===== config.mk =====
export PLATFORM = sky130hd
export DESIGN_NAME = fft_frame_src
export DESIGN_NICKNAME = d
export VERILOG_FILES = /design/src/rtl/fft_frame_src.sv
export SDC_FILE = /design/constraint.sdc
export NUM_CORES = 1
export LEC_CHECK = 0
export ABC_CLOCK_PERIOD_IN_PS = 13500
export BUFFER_PORTS_ARGS = -buffer_cell sky130_fd_sc_hd__buf_2
export CAP_MARGIN = 10
export CORE_ASPECT_RATIO = 2
export CORE_MARGIN = 3
export CORE_UTILIZATION = 41
export CTS_CLUSTER_SIZE = 12
export DETAILED_ROUTE_END_ITERATION = 8
export GPL_ROUTABILITY_DRIVEN = 0
export HOLD_SLACK_MARGIN = 0.1
export SYNTH_ARGS = -nofsm -noshare
export SYNTH_HDL_FRONTEND = slang
export SYNTH_SLANG_ARGS = --single-unit

===== constraint.sdc =====
create_clock -name clk -period 13.5 [get_ports clk]
set_input_delay 2.7 -clock clk [delete_from_list [all_inputs] [get_ports clk]]
set_output_delay 2.7 -clock clk [all_outputs]
set_load 0.01 [all_outputs]

===== src/rtl/fft_frame_src.sv =====
// fft_frame_src
//   Frame source for the N-point FFT datapath. Emits frames of N_POINTS complex
//   samples with sop/eop/valid framing. It supports selectable test patterns,
//   a frame count (0 = continuous) and a programmable inter-frame gap.
//
// Ports
//   clk, rst          clock (rising edge) and synchronous active-high reset
//   start             pulse: latch configuration and begin (only honoured in IDLE)
//   stop              halt request, honoured at the next frame boundary (or in GAP)
//   mode              pattern: 0 ramp down, 1 ramp up, 2 const, 3 impulse,
//                     4 nyquist, 5 PRBS, 6/7 zero
//   num_frames        frames to send, 0 = until stop
//   gap_cycles        idle cycles between eop and next sop
//   amp, step         amplitude / start value and ramp increment
//   valid_out, sop_out, eop_out, x_re, x_im   registered sample stream
//   frame_idx         0-based index of the frame being sent
//   busy              high while running or in a gap
//   done              one-cycle pulse at the end of a sequence

module fft_frame_src #(
  parameter int          N_POINTS  = 256,
  parameter int          LOG2N     = 8,
  parameter int          DW        = 16,
  parameter logic [15:0] LFSR_SEED = 16'hACE1
) (
  input  logic          clk,
  input  logic          rst,
  input  logic          start,
  input  logic          stop,
  input  logic [2:0]    mode,
  input  logic [15:0]   num_frames,
  input  logic [15:0]   gap_cycles,
  input  logic [DW-1:0] amp,
  input  logic [DW-1:0] step,
  output logic          valid_out,
  output logic          sop_out,
  output logic          eop_out,
  output logic [DW-1:0] x_re,
  output logic [DW-1:0] x_im,
  output logic [15:0]   frame_idx,
  output logic          busy,
  output logic          done
);

  localparam logic [LOG2N-1:0] LAST = LOG2N'(N_POINTS - 1);

  typedef enum logic [1:0] {S_IDLE, S_RUN, S_GAP, S_DONE} state_t;

  state_t           r_state;
  state_t           w_stateNext;

  // Latched configuration
  logic [2:0]       r_mode;
  logic [15:0]      r_numFrames;
  logic [15:0]      r_gapCycles;
  logic [DW-1:0]    r_amp;
  logic [DW-1:0]    r_step;

  // Sequencing state; r_idx and r_acc describe the sample currently on the outputs
  logic [LOG2N-1:0] r_idx;
  logic [DW-1:0]    r_acc;
  logic [15:0]      r_lfsr;
  logic [15:0]      r_gapCnt;
  logic             r_stopSeen;

  // Registered outputs
  logic             r_valid;
  logic             r_sop;
  logic             r_eop;
  logic [DW-1:0]    r_re;
  logic [DW-1:0]    r_im;
  logic [15:0]      r_frameIdx;
  logic             r_busy;
  logic             r_done;

  // Decisions from the next-state logic
  logic             w_accept;
  logic             w_emit;
  logic             w_newFrame;
  logic             w_stopNow;
  logic             w_lastFrame;

  // Values for the next output sample
  logic [2:0]       w_mode;
  logic [DW-1:0]    w_amp;
  logic [DW-1:0]    w_step;
  logic [LOG2N-1:0] w_nIdx;
  logic [DW-1:0]    w_accNext;
  logic [15:0]      w_lfsrCur;
  logic [DW-1:0]    w_prbs;
  logic [DW-1:0]    w_reNext;
  logic [DW-1:0]    w_imNext;
  logic             w_eopNext;
  logic             w_busyNext;
  logic             w_doneNext;

  // Fibonacci LFSR x^16+x^14+x^13+x^11+1, shifting right
  function automatic logic [15:0] lfsrAdvance(input logic [15:0] v);
    return {v[0] ^ v[2] ^ v[3] ^ v[5], v[15:1]};
  endfunction

  always_ff @(posedge clk) begin
    if (rst) r_state <= S_IDLE;
    else     r_state <= w_stateNext;
  end

  // A stop seen this cycle counts the same as one seen earlier in the frame.
  assign w_stopNow   = stop | r_stopSeen;
  // frame_idx is the frame now ending, so frames sent after this eop is frame_idx+1.
  assign w_lastFrame = (r_numFrames != 16'd0) && ((r_frameIdx + 16'd1) == r_numFrames);

  always_comb begin
    w_stateNext = r_state;
    w_accept    = 1'b0;
    w_emit      = 1'b0;
    w_newFrame  = 1'b0;
    unique case (r_state)
      S_IDLE: begin
        if (start) begin
          w_stateNext = S_RUN;
          w_accept    = 1'b1;
          w_emit      = 1'b1;
          w_newFrame  = 1'b1;
        end
      end
      S_RUN: begin
        if (r_idx != LAST) begin
          w_emit = 1'b1;
        end else if (w_stopNow || w_lastFrame) begin
          w_stateNext = S_DONE;
        end else if (r_gapCycles == 16'd0) begin
          w_emit     = 1'b1;
          w_newFrame = 1'b1;
        end else begin
          w_stateNext = S_GAP;
        end
      end
      S_GAP: begin
        if (w_stopNow) begin
          w_stateNext = S_DONE;
        end else if (r_gapCnt == 16'd0) begin
          w_stateNext = S_RUN;
          w_emit      = 1'b1;
          w_newFrame  = 1'b1;
        end
      end
      S_DONE: w_stateNext = S_IDLE;
      default: w_stateNext = S_IDLE;
    endcase
  end

  // On the accepting edge the configuration registers are not yet loaded,
  // so the first sample is built straight from the inputs.
  always_comb begin
    w_mode    = w_accept ? mode : r_mode;
    w_amp     = w_accept ? amp  : r_amp;
    w_step    = w_accept ? step : r_step;
    w_lfsrCur = w_accept ? LFSR_SEED : r_lfsr;
    w_prbs    = DW'(w_lfsrCur);
    w_nIdx    = w_newFrame ? '0 : r_idx + LOG2N'(1);

    // Ramp accumulator reloads at each sop instead of computing n*step.
    if (w_newFrame)          w_accNext = w_amp;
    else if (w_mode == 3'd0) w_accNext = r_acc - w_step;
    else                     w_accNext = r_acc + w_step;

    w_reNext = '0;
    w_imNext = '0;
    if (w_emit) begin
      unique case (w_mode)
        3'd0, 3'd1: begin
          w_reNext = w_accNext;
          w_imNext = w_accNext;
        end
        3'd2: w_reNext = w_amp;
        3'd3: w_reNext = (w_nIdx == '0) ? w_amp : '0;
        3'd4: w_reNext = w_nIdx[0] ? ('0 - w_amp) : w_amp;
        3'd5: begin
          w_reNext = w_prbs;
          w_imNext = ~w_prbs;
        end
        default: begin
          w_reNext = '0;
          w_imNext = '0;
        end
      endcase
    end

    w_eopNext  = w_emit && (w_nIdx == LAST);
    w_busyNext = (w_stateNext == S_RUN) || (w_stateNext == S_GAP);
    w_doneNext = (w_stateNext == S_DONE);
  end

  always_ff @(posedge clk) begin
    if (rst) begin
      r_mode      <= '0;
      r_numFrames <= '0;
      r_gapCycles <= '0;
      r_amp       <= '0;
      r_step      <= '0;
      r_idx       <= '0;
      r_acc       <= '0;
      r_lfsr      <= LFSR_SEED;
      r_gapCnt    <= '0;
      r_stopSeen  <= 1'b0;
      r_valid     <= 1'b0;
      r_sop       <= 1'b0;
      r_eop       <= 1'b0;
      r_re        <= '0;
      r_im        <= '0;
      r_frameIdx  <= '0;
      r_busy      <= 1'b0;
      r_done      <= 1'b0;
    end else begin
      if (w_accept) begin
        r_mode      <= mode;
        r_numFrames <= num_frames;
        r_gapCycles <= gap_cycles;
        r_amp       <= amp;
        r_step      <= step;
      end

      if (w_emit) begin
        r_idx  <= w_nIdx;
        r_acc  <= w_accNext;
        r_lfsr <= lfsrAdvance(w_lfsrCur);
      end

      if (w_emit && w_newFrame)
        r_frameIdx <= w_accept ? 16'd0 : r_frameIdx + 16'd1;

      if (w_stateNext == S_IDLE)
        r_stopSeen <= 1'b0;
      else if (((r_state == S_RUN) || (r_state == S_GAP)) && stop)
        r_stopSeen <= 1'b1;

      // Counter loaded with gap-1 so the GAP state lasts exactly gap_cycles cycles.
      if ((r_state == S_RUN) && (w_stateNext == S_GAP))
        r_gapCnt <= r_gapCycles - 16'd1;
      else if (r_state == S_GAP)
        r_gapCnt <= r_gapCnt - 16'd1;

      r_valid <= w_emit;
      r_sop   <= w_emit && w_newFrame;
      r_eop   <= w_eopNext;
      r_re    <= w_reNext;
      r_im    <= w_imNext;
      r_busy  <= w_busyNext;
      r_done  <= w_doneNext;
    end
  end

  assign valid_out = r_valid;
  assign sop_out   = r_sop;
  assign eop_out   = r_eop;
  assign x_re      = r_re;
  assign x_im      = r_im;
  assign frame_idx = r_frameIdx;
  assign busy      = r_busy;
  assign done      = r_done;

endmodule


==> results by group, run 1 <==
Route
  • Total Wirelength: 30000 µm
  • Vias: 9835
  • Residual DRC count: 0
  • Router iterations before antenna repair: 5
  • Remaining antenna violation count after routing: 0
  • WL/cell: roughly 17 µm
  • Number of DRC markers in iteration 0: 598
  • DR vias/cell: approximately 5.6

Critical path
  • FF-to-FF End: r_gapCnt[14]$_SDFFE_PP0P_
  • Startpoint type of the worst setup path: input port
  • WP buf/inv: 2
  • CP Capture Type: register
  • Crit-path max FO: 71
  • Crit-path most repeated cell: a21oi_1
  • Worst endpoint required time: between 10 and 15 ns
  • Crit path cell chain: buf_2 > and2_4 > buf_4 > o221ai_1 > a21oi_1 > ha_1 > nor2b_1 > o31a_1 > o311a_1 > o2111a_1 > o41a_1 > nor3_1 > mux2_2 > a221oi_1 > a21oi_1
  • Slowest cell on the critical path: buf_4
  • Crit path DAT: between 7 and 8 ns
  • Reg-to-reg critical path startpoint: frame_idx[0]$_SDFFE_PP0P_
  • Crit-path max cell delay: approximately 0.71 ns
  • Critical path class: in -> reg
  • Worst R2R Path Depth: 21
  • Delay-heaviest family, CP: compound AO/OA/AOI/OAI gates
  • Worst reg2reg setup slack: around 6.5 ns

Status
  • Outcome: finished clean

GRT
  • Tot GR Track Use: between 20 and 25%
  • First-pass GRT wire length: 49000 µm
  • Global route overflow: 0
  • Largest net degree at the start of global routing: 79
  • Initial antenna violation count: 0
  • Vias in the first global route: 9604

Synthesis
  • Area leader, netlist: dfxtp_1
  • Synth top area share: 34.7%
  • Ys Warns: 0
  • Mapped Cells: roughly 1300
  • Post-synth cell types: between 70 and 80
  • FF+latch count, synth: 179
  • Most common cell in the synthesized netlist: nand2_1
  • Syn Area/Cell: 7.81 µm²
  • Post-synth top flop: dfxtp_1
  • Post-synth ARST share: 0%
  • Top post-synthesis cells by count: 188 x nand2_1, 179 x dfxtp_1, 145 x nor2_1
  • Syn_nets: 1423
  • Mapped cell area: 0.0103 mm²
  • Area contributors post-synth: dfxtp_1 35%, nand2_1 6.8%, a21oi_1 6.1%
  • Seq/Total Area, Yosys: 34.7%
  • Post-synth EDFFs: 0

Layout
  • ANT cells: 0
  • Layout cells sized above 1: between 10 and 15%
  • Synth-to-layout area growth: 13.9%
  • Final Net Count: 1496

Floorplanning
  • # rows: 81
  • I/O Pins: roughly 120
  • Core area: 0.0246 mm²
  • Die height: about 230 µm
  • Chip width: 118 µm
  • Die area: 0.0273 mm²
  • Initial Util: a little over two fifths

Hold path
  • Min-delay worst type: reg -> reg
  • Hold EP: r_gapCycles[5]$_SDFFE_PP0P_
  • Worst hold start: r_gapCycles[5]$_SDFFE_PP0P_
  • Cells on Worst Hold Path: 2

Clocking
  • Root Buffer: clkbuf_16
  • CTS tree: yes
  • Worst-skew pair later-pin latency: 0.46 ns
  • Post-CTS setup buffers: 0
  • CTS hold repair buffers: 0
  • CTS Buf Count: 17
  • Clk buf depth: 2
  • H-tree levels: 4
  • # clock sinks: between 150 and 200
  • Post-CTS sizing: 0
  • Clk slew on worst S/H paths: roughly 0.070 ns

STA
  • Setup violators final: 0
  • Period utilization: 55.4%
  • Max Clk Rate: about 130 MHz
  • Worst slew pin tran: 0.945 ns
  • Setup TNS: 0 ns
  • Hold Slack: roughly 0.47 ns
  • Slew Limit Fails: 0
  • Fin. Hold Viols: 0
  • Post-Route Skew: between 0.01 and 0.015 ns
  • Min Tclk post-route: 7.48 ns
  • RSZ-0062 raised after global routing: false
  • Slew Limit Headroom: 37.0%

Run
  • Max cap viols: 0

Power
  • Pwr per Cell Area: 146 mW/mm²
  • Max VDD drop: roughly 0.00010 V
  • LEAKAGE: between 4 and 5 nW

Placement
  • IO buf count: 123
  • Post-DP HPWL: about 22000 µm
worst register-to-register path, stage by stage, from the launching register on:
cell and delay [ns]:
dfxtp_1 0.49, ha_1 0.30, nand3_1 0.35, o211a_1 0.33
or4_1 0.51, a2111o_1 0.37, nor4_1 0.43, a21oi_1 0.27
o21ai_0 0.21, a21boi_0 0.33, o21a_1 0.23, ha_1 0.24
nand2_1 0.56, a21oi_1 0.38, ha_1 0.25, inv_1 0.11
nor3_1 0.59, and3_1 0.32, and2_1 0.18, nand2_1 0.07
xor2_1 0.18, a211oi_1 0.23
cell usage in the layout, fill, tap and decap left out, types with 30 or more instances in the layout:
| cell | count |
|---|---|
| a21oi_1 | 125 |
| xor2_1 | 40 |
| nand2_1 | 187 |
| nand3_1 | 42 |
| a31oi_1 | 30 |
| nor2_1 | 145 |
| dfxtp_1 | 179 |
| mux2i_1 | 53 |
| buf_2 | 122 |
| o21ai_0 | 45 |
report_power, final:
group	switching [mW]	internal, mW
Combinational	0.327	0.230
Sequential	0.0373	0.582
Clock	0.229	0.317
cell type report:
type | instances | area (µm²)
inverters | 27 | 101
flip-flops and latches | 179 | 3580
well taps | 332 | 415
clock buffers | 18 | 439
clock inverters | 14 | 199
repair buffers | 137 | 723
multi-input cells | 1034 | 6300
fillers | 2502 | 12900
metal layers:
metal  routed length (µm)  part of all wire, %  track usage (%)  vias to the layer above
met5                    0                    0                0                        -
met1                12400                   41             24.9                     4630
met3                 1360                  4.5             4.09                       50
met4                  953                  3.2             9.28                        0
met2                15300                   51             39.9                      258
li1                     -                    -                -                     4897
worst max path at each step:
stage	startpoint	to	depth (start not counted)
2_1_floorplan	start	x_re[15]$_SDFF_PP0_	19
3_3_place_gp	start	x_re[15]$_SDFF_PP0_	15
3_5_place_dp	start	x_re[15]$_SDFF_PP0_	15
4_1_cts	start	x_re[15]$_SDFF_PP0_	15
5_1_grt	start	x_re[13]$_SDFF_PP0_	15
6_report	start	x_re[13]$_SDFF_PP0_	15
logic make-up (layout without fill, tap and decap cells):
logic type                 Yosys count  after routing  share of synthesized area, %
adders and majority gates           29             29                          3.59
AOI/OAI and AO/OA                  325            325                          20.1
buffers and inverters              110            196                          4.48
DFF                                179            179                          34.7
xor gates and xnor gates            66             66                          5.60
and+or+nand+nor                    552            552                          25.4
muxes                               62             62                          6.12
stage by stage:
| stage | utilization, % | power [mW] | setup WS [ns] | cell area [µm²] | cells |
|---|---|---|---|---|---|
| 6_report | 47.8 | 1.72 | 6.02 | 11800 | 1741 |
| 5_1_grt | 47.8 | 1.82 | 5.68 | 11800 | 1741 |
| 3_3_place_gp | 45.2 | 1.17 | 5.67 | 11100 | 1709 |
| 2_1_floorplan | - | 1.04 | 6.02 | 10300 | 1323 |
| 4_1_cts | 47.8 | 1.73 | 6.04 | 11800 | 1741 |
| 3_5_place_dp | 45.2 | 1.18 | 5.56 | 11100 | 1709 |
state kept, by name (all words and copies together) (netlist names):
register / cells
busy: 1
done: 1
eop_out: 1
frame_idx: 16
r_acc: 16
r_amp: 16
r_gapCnt: 16
r_gapCycles: 16
r_idx: 8
r_lfsr: 16
r_mode: 3
r_numFrames: 16
r_state: 2
r_step: 16
r_stopSeen: 1
sop_out: 1
valid_out: 1
x_im: 16
x_re: 16
(Power assumes the default switching activity.)
==> inputs of run 2 (changes only) <==
ABC_AREA = 1   (was default)
ABC_CLOCK_PERIOD_IN_PS = 6200   (was 13500)
clock period = 6.2 ns   (was 13.5 ns; I/O delays follow)
==> run 2 against run 1 <==
Net effect: via count shrank 2.6%; synthesized cell count grew 8.4%; final cell count grew 4.9%; global-route usage grew 1.6 points; highest routed layer unchanged; sequential power grew to 2.7 times the previous value; worst setup slack lost 4.9 ns; largest cell class unchanged; critical endpoint is now r_gapCnt[15]$_SDFFE_PP0P_.
==> results by group, run 2 <==
Synthesis
  • Mapped Cells: 1434
  • Mapped cell area: 0.00990 mm²
  • Post-synth EDFFs: 0
  • FF+latch count, synth: 179
  • Synth top area share: between 30 and 40%
  • Top post-synthesis cells by count: 298 x nand2_1, 179 x dfxtp_1, 175 x nor2_1
  • Post-synth top flop: dfxtp_1
  • Seq/Total Area, Yosys: between 30% and 40%
  • Area contributors post-synth: dfxtp_1 36%, nand2_1 11%, nor2_1 6.6%
  • Most common cell in the synthesized netlist: nand2_1
  • Syn_nets: 1534
  • Syn Area/Cell: between 6 and 7 µm²
  • Post-synth cell types: 52
  • Post-synth ARST share: 0%
  • Ys Warns: 0
  • Area leader, netlist: dfxtp_1

GRT
  • Initial antenna violation count: 0
  • Tot GR Track Use: a little under a quarter
  • Global route overflow: 0
  • Vias in the first global route: 9502
  • Largest net degree at the start of global routing: 80
  • First-pass GRT wire length: 47500 µm

Critical path
  • CP Capture Type: register
  • Crit path DAT: about 5.5 ns
  • Critical path class: reg -> reg
  • Crit-path max cell delay: between 0.4 and 0.5 ns
  • Reg-to-reg critical path startpoint: frame_idx[0]$_SDFFE_PP0P_
  • Worst endpoint required time: 6.58 ns
  • Crit-path most repeated cell: nand2_1
  • Slowest cell on the critical path: dfxtp_1
  • Startpoint type of the worst setup path: register
  • Critical Path Start: frame_idx[0]$_SDFFE_PP0P_
  • Crit-path max FO: 25

STA
  • Setup TNS: 0 ns
  • Min Tclk post-route: 5.08 ns
  • Period utilization: 82.0%
  • Worst slew pin tran: between 0.9 and 1 ns
  • Max Clk Rate: 197 MHz
  • RSZ-0062 raised after global routing: false
  • Fin. Hold Viols: 0
  • Post-Route Skew: 0.00970 ns
  • Slew Limit Headroom: 38.9%
  • Setup violators final: 0
  • Slew Limit Fails: 0
  • Worst setup margin: 1.12 ns

Route
  • Metal3 WL: 1120 µm
  • Max Used Layer: met4
  • WL/cell: ~17 µm
  • Residual DRC count: 0
  • Met2 wire length: around 17000 µm
  • Remaining antenna violation count after routing: 0
  • DR vias/cell: 5.25
  • Vias: between 9000 and 10000
  • Number of DRC markers in iteration 0: 428
  • Router iterations before antenna repair: 5
  • WL met1: 10400 µm
  • Total Wirelength: just over 30000 µm

Clocking
  • Post-CTS sizing: 0
  • Clk buf depth: 2
  • Post-CTS setup buffers: 0
  • Worst-skew pair later-pin latency: 0.46 ns
  • CTS tree: yes
  • Clk slew on worst S/H paths: around 0.070 ns
  • CTS hold repair buffers: 0
  • H-tree levels: 4
  • # clock sinks: 179
  • CTS Buf Count: 17
  • Root Buffer: clkbuf_16

Layout
  • Final Net Count: 1630
  • Cell Count, Final, Fillers Out: 1826
  • ANT cells: 0
  • Core Util, Final: 48.0%
  • Number of filler cells placed in the layout: 2492
  • Synth-to-layout area growth: 14.1%
  • Most frequent cells in the layout: 297 x nand2_1, 179 x dfxtp_1, 174 x nor2_1
  • Commonest non-fill, non-tap cell in the layout: nand2_1
  • Multi-input logic area: between 0.005 and 0.006 mm²
  • Register area: 0.00358 mm²
  • Layout cells sized above 1: 15.0%

Power
  • Max VDD drop: 0.000316 V
  • Total Power: 7.03 mW
  • LEAKAGE: 5.40 nW
  • Pwr per Cell Area: 622 mW/mm²

Placement
  • Post-DP HPWL: 22900 µm
  • Placed insts: 1794
  • IO buf count: around 120
  • Pre-CTS setup slack: 0.775 ns

Floorplanning
  • Die height: 226 µm
  • Die area: 0.0262 mm²
  • # rows: approximately 80
  • Chip width: 116 µm
  • Core area: 0.0235 mm²
  • I/O Pins: 124
  • Initial Util: 42.1%

Hold path
  • Worst hold start: r_acc[7]$_SDFFE_PP0P_
  • Min-delay worst type: reg -> reg

Status
  • Outcome: finished clean

Run
  • Max cap viols: 0
## run 2: changes by cell type after synthesis, sizes merged, moves of 18 or more
cell,before,now
inv,26,163
clkbuf,55,36
o21ai,46,119
mux2i,53,6
or2,2,30
a211oi,25,7
nand2,189,305
a31oi,30,4
nand3,42,91
and3,22,1
or3,21,0
a21oi,125,101
nor2,146,182
## run 2: path summary, 6_finish.rpt
kind | to | depth (start not counted) | slack [ns]
setup / recovery | r_gapCnt[15]$_SDFFE_PP0P_ | 34 | 1.12
hold / removal | r_acc[7]$_SDFFE_PP0P_ | 2 | 0.46
setup reg to reg | r_gapCnt[15]$_SDFFE_PP0P_ | 34 | 1.12
hold reg to reg | r_acc[7]$_SDFFE_PP0P_ | 2 | 0.46
## run 2: report_power, final
group | internal, mW | total [mW] | switching (mW)
clock network | 0.609 | 1.11 | 0.500
registers | 1.51 | 1.70 | 0.186
logic | 1.46 | 4.22 | 2.76
total | 3.58 | 7.03 | 3.44
## run 2: layout make-up
| cell class | instances | area share (%) |
|---|---|---|
| clock buffers | 18 | 3.89 |
| clock inverters | 14 | 1.36 |
| inverters | 163 | 5.42 |
| multi-input cells | 1030 | 47.9 |
| flip-flops and latches | 179 | 31.7 |
| well taps | 283 | 3.14 |
| repair buffers | 139 | 6.52 |
## run 2: per-layer routing
metal	GRT usage, %	vias to the layer above
met5	0	-
met4	13.9	0
met3	4.29	88
met2	45.8	257
met1	22.0	4388
li1	-	4846
## run 2: logic make-up after synthesis
group,share of synthesized area (%)
xor gates and xnor gates,5.59
DFF,36.2
buffers and inverters,9.23
AOI/OAI and AO/OA,15.9
and+or+nand+nor,28.8
adders and majority gates,3.74
muxes,0.607
## run 2: critical path: cells and delay by family (launching register included)
family / cells / cell delay, ns
and+or+nand+nor: 24 / 3.07
buffers and inverters: 3 / 0.32
DFF: 1 / 0.44
adders and majority gates: 2 / 0.44
AOI/OAI and AO/OA: 5 / 0.73
## run 2: through the flow
step           hold slack [ns]  instance area [µm²]
3_5_place_dp             0.451                10700
5_1_grt                  0.492                11300
3_3_place_gp             0.452                10700
6_report                 0.461                11300
4_1_cts                  0.463                11300
2_1_floorplan            0.433                 9900
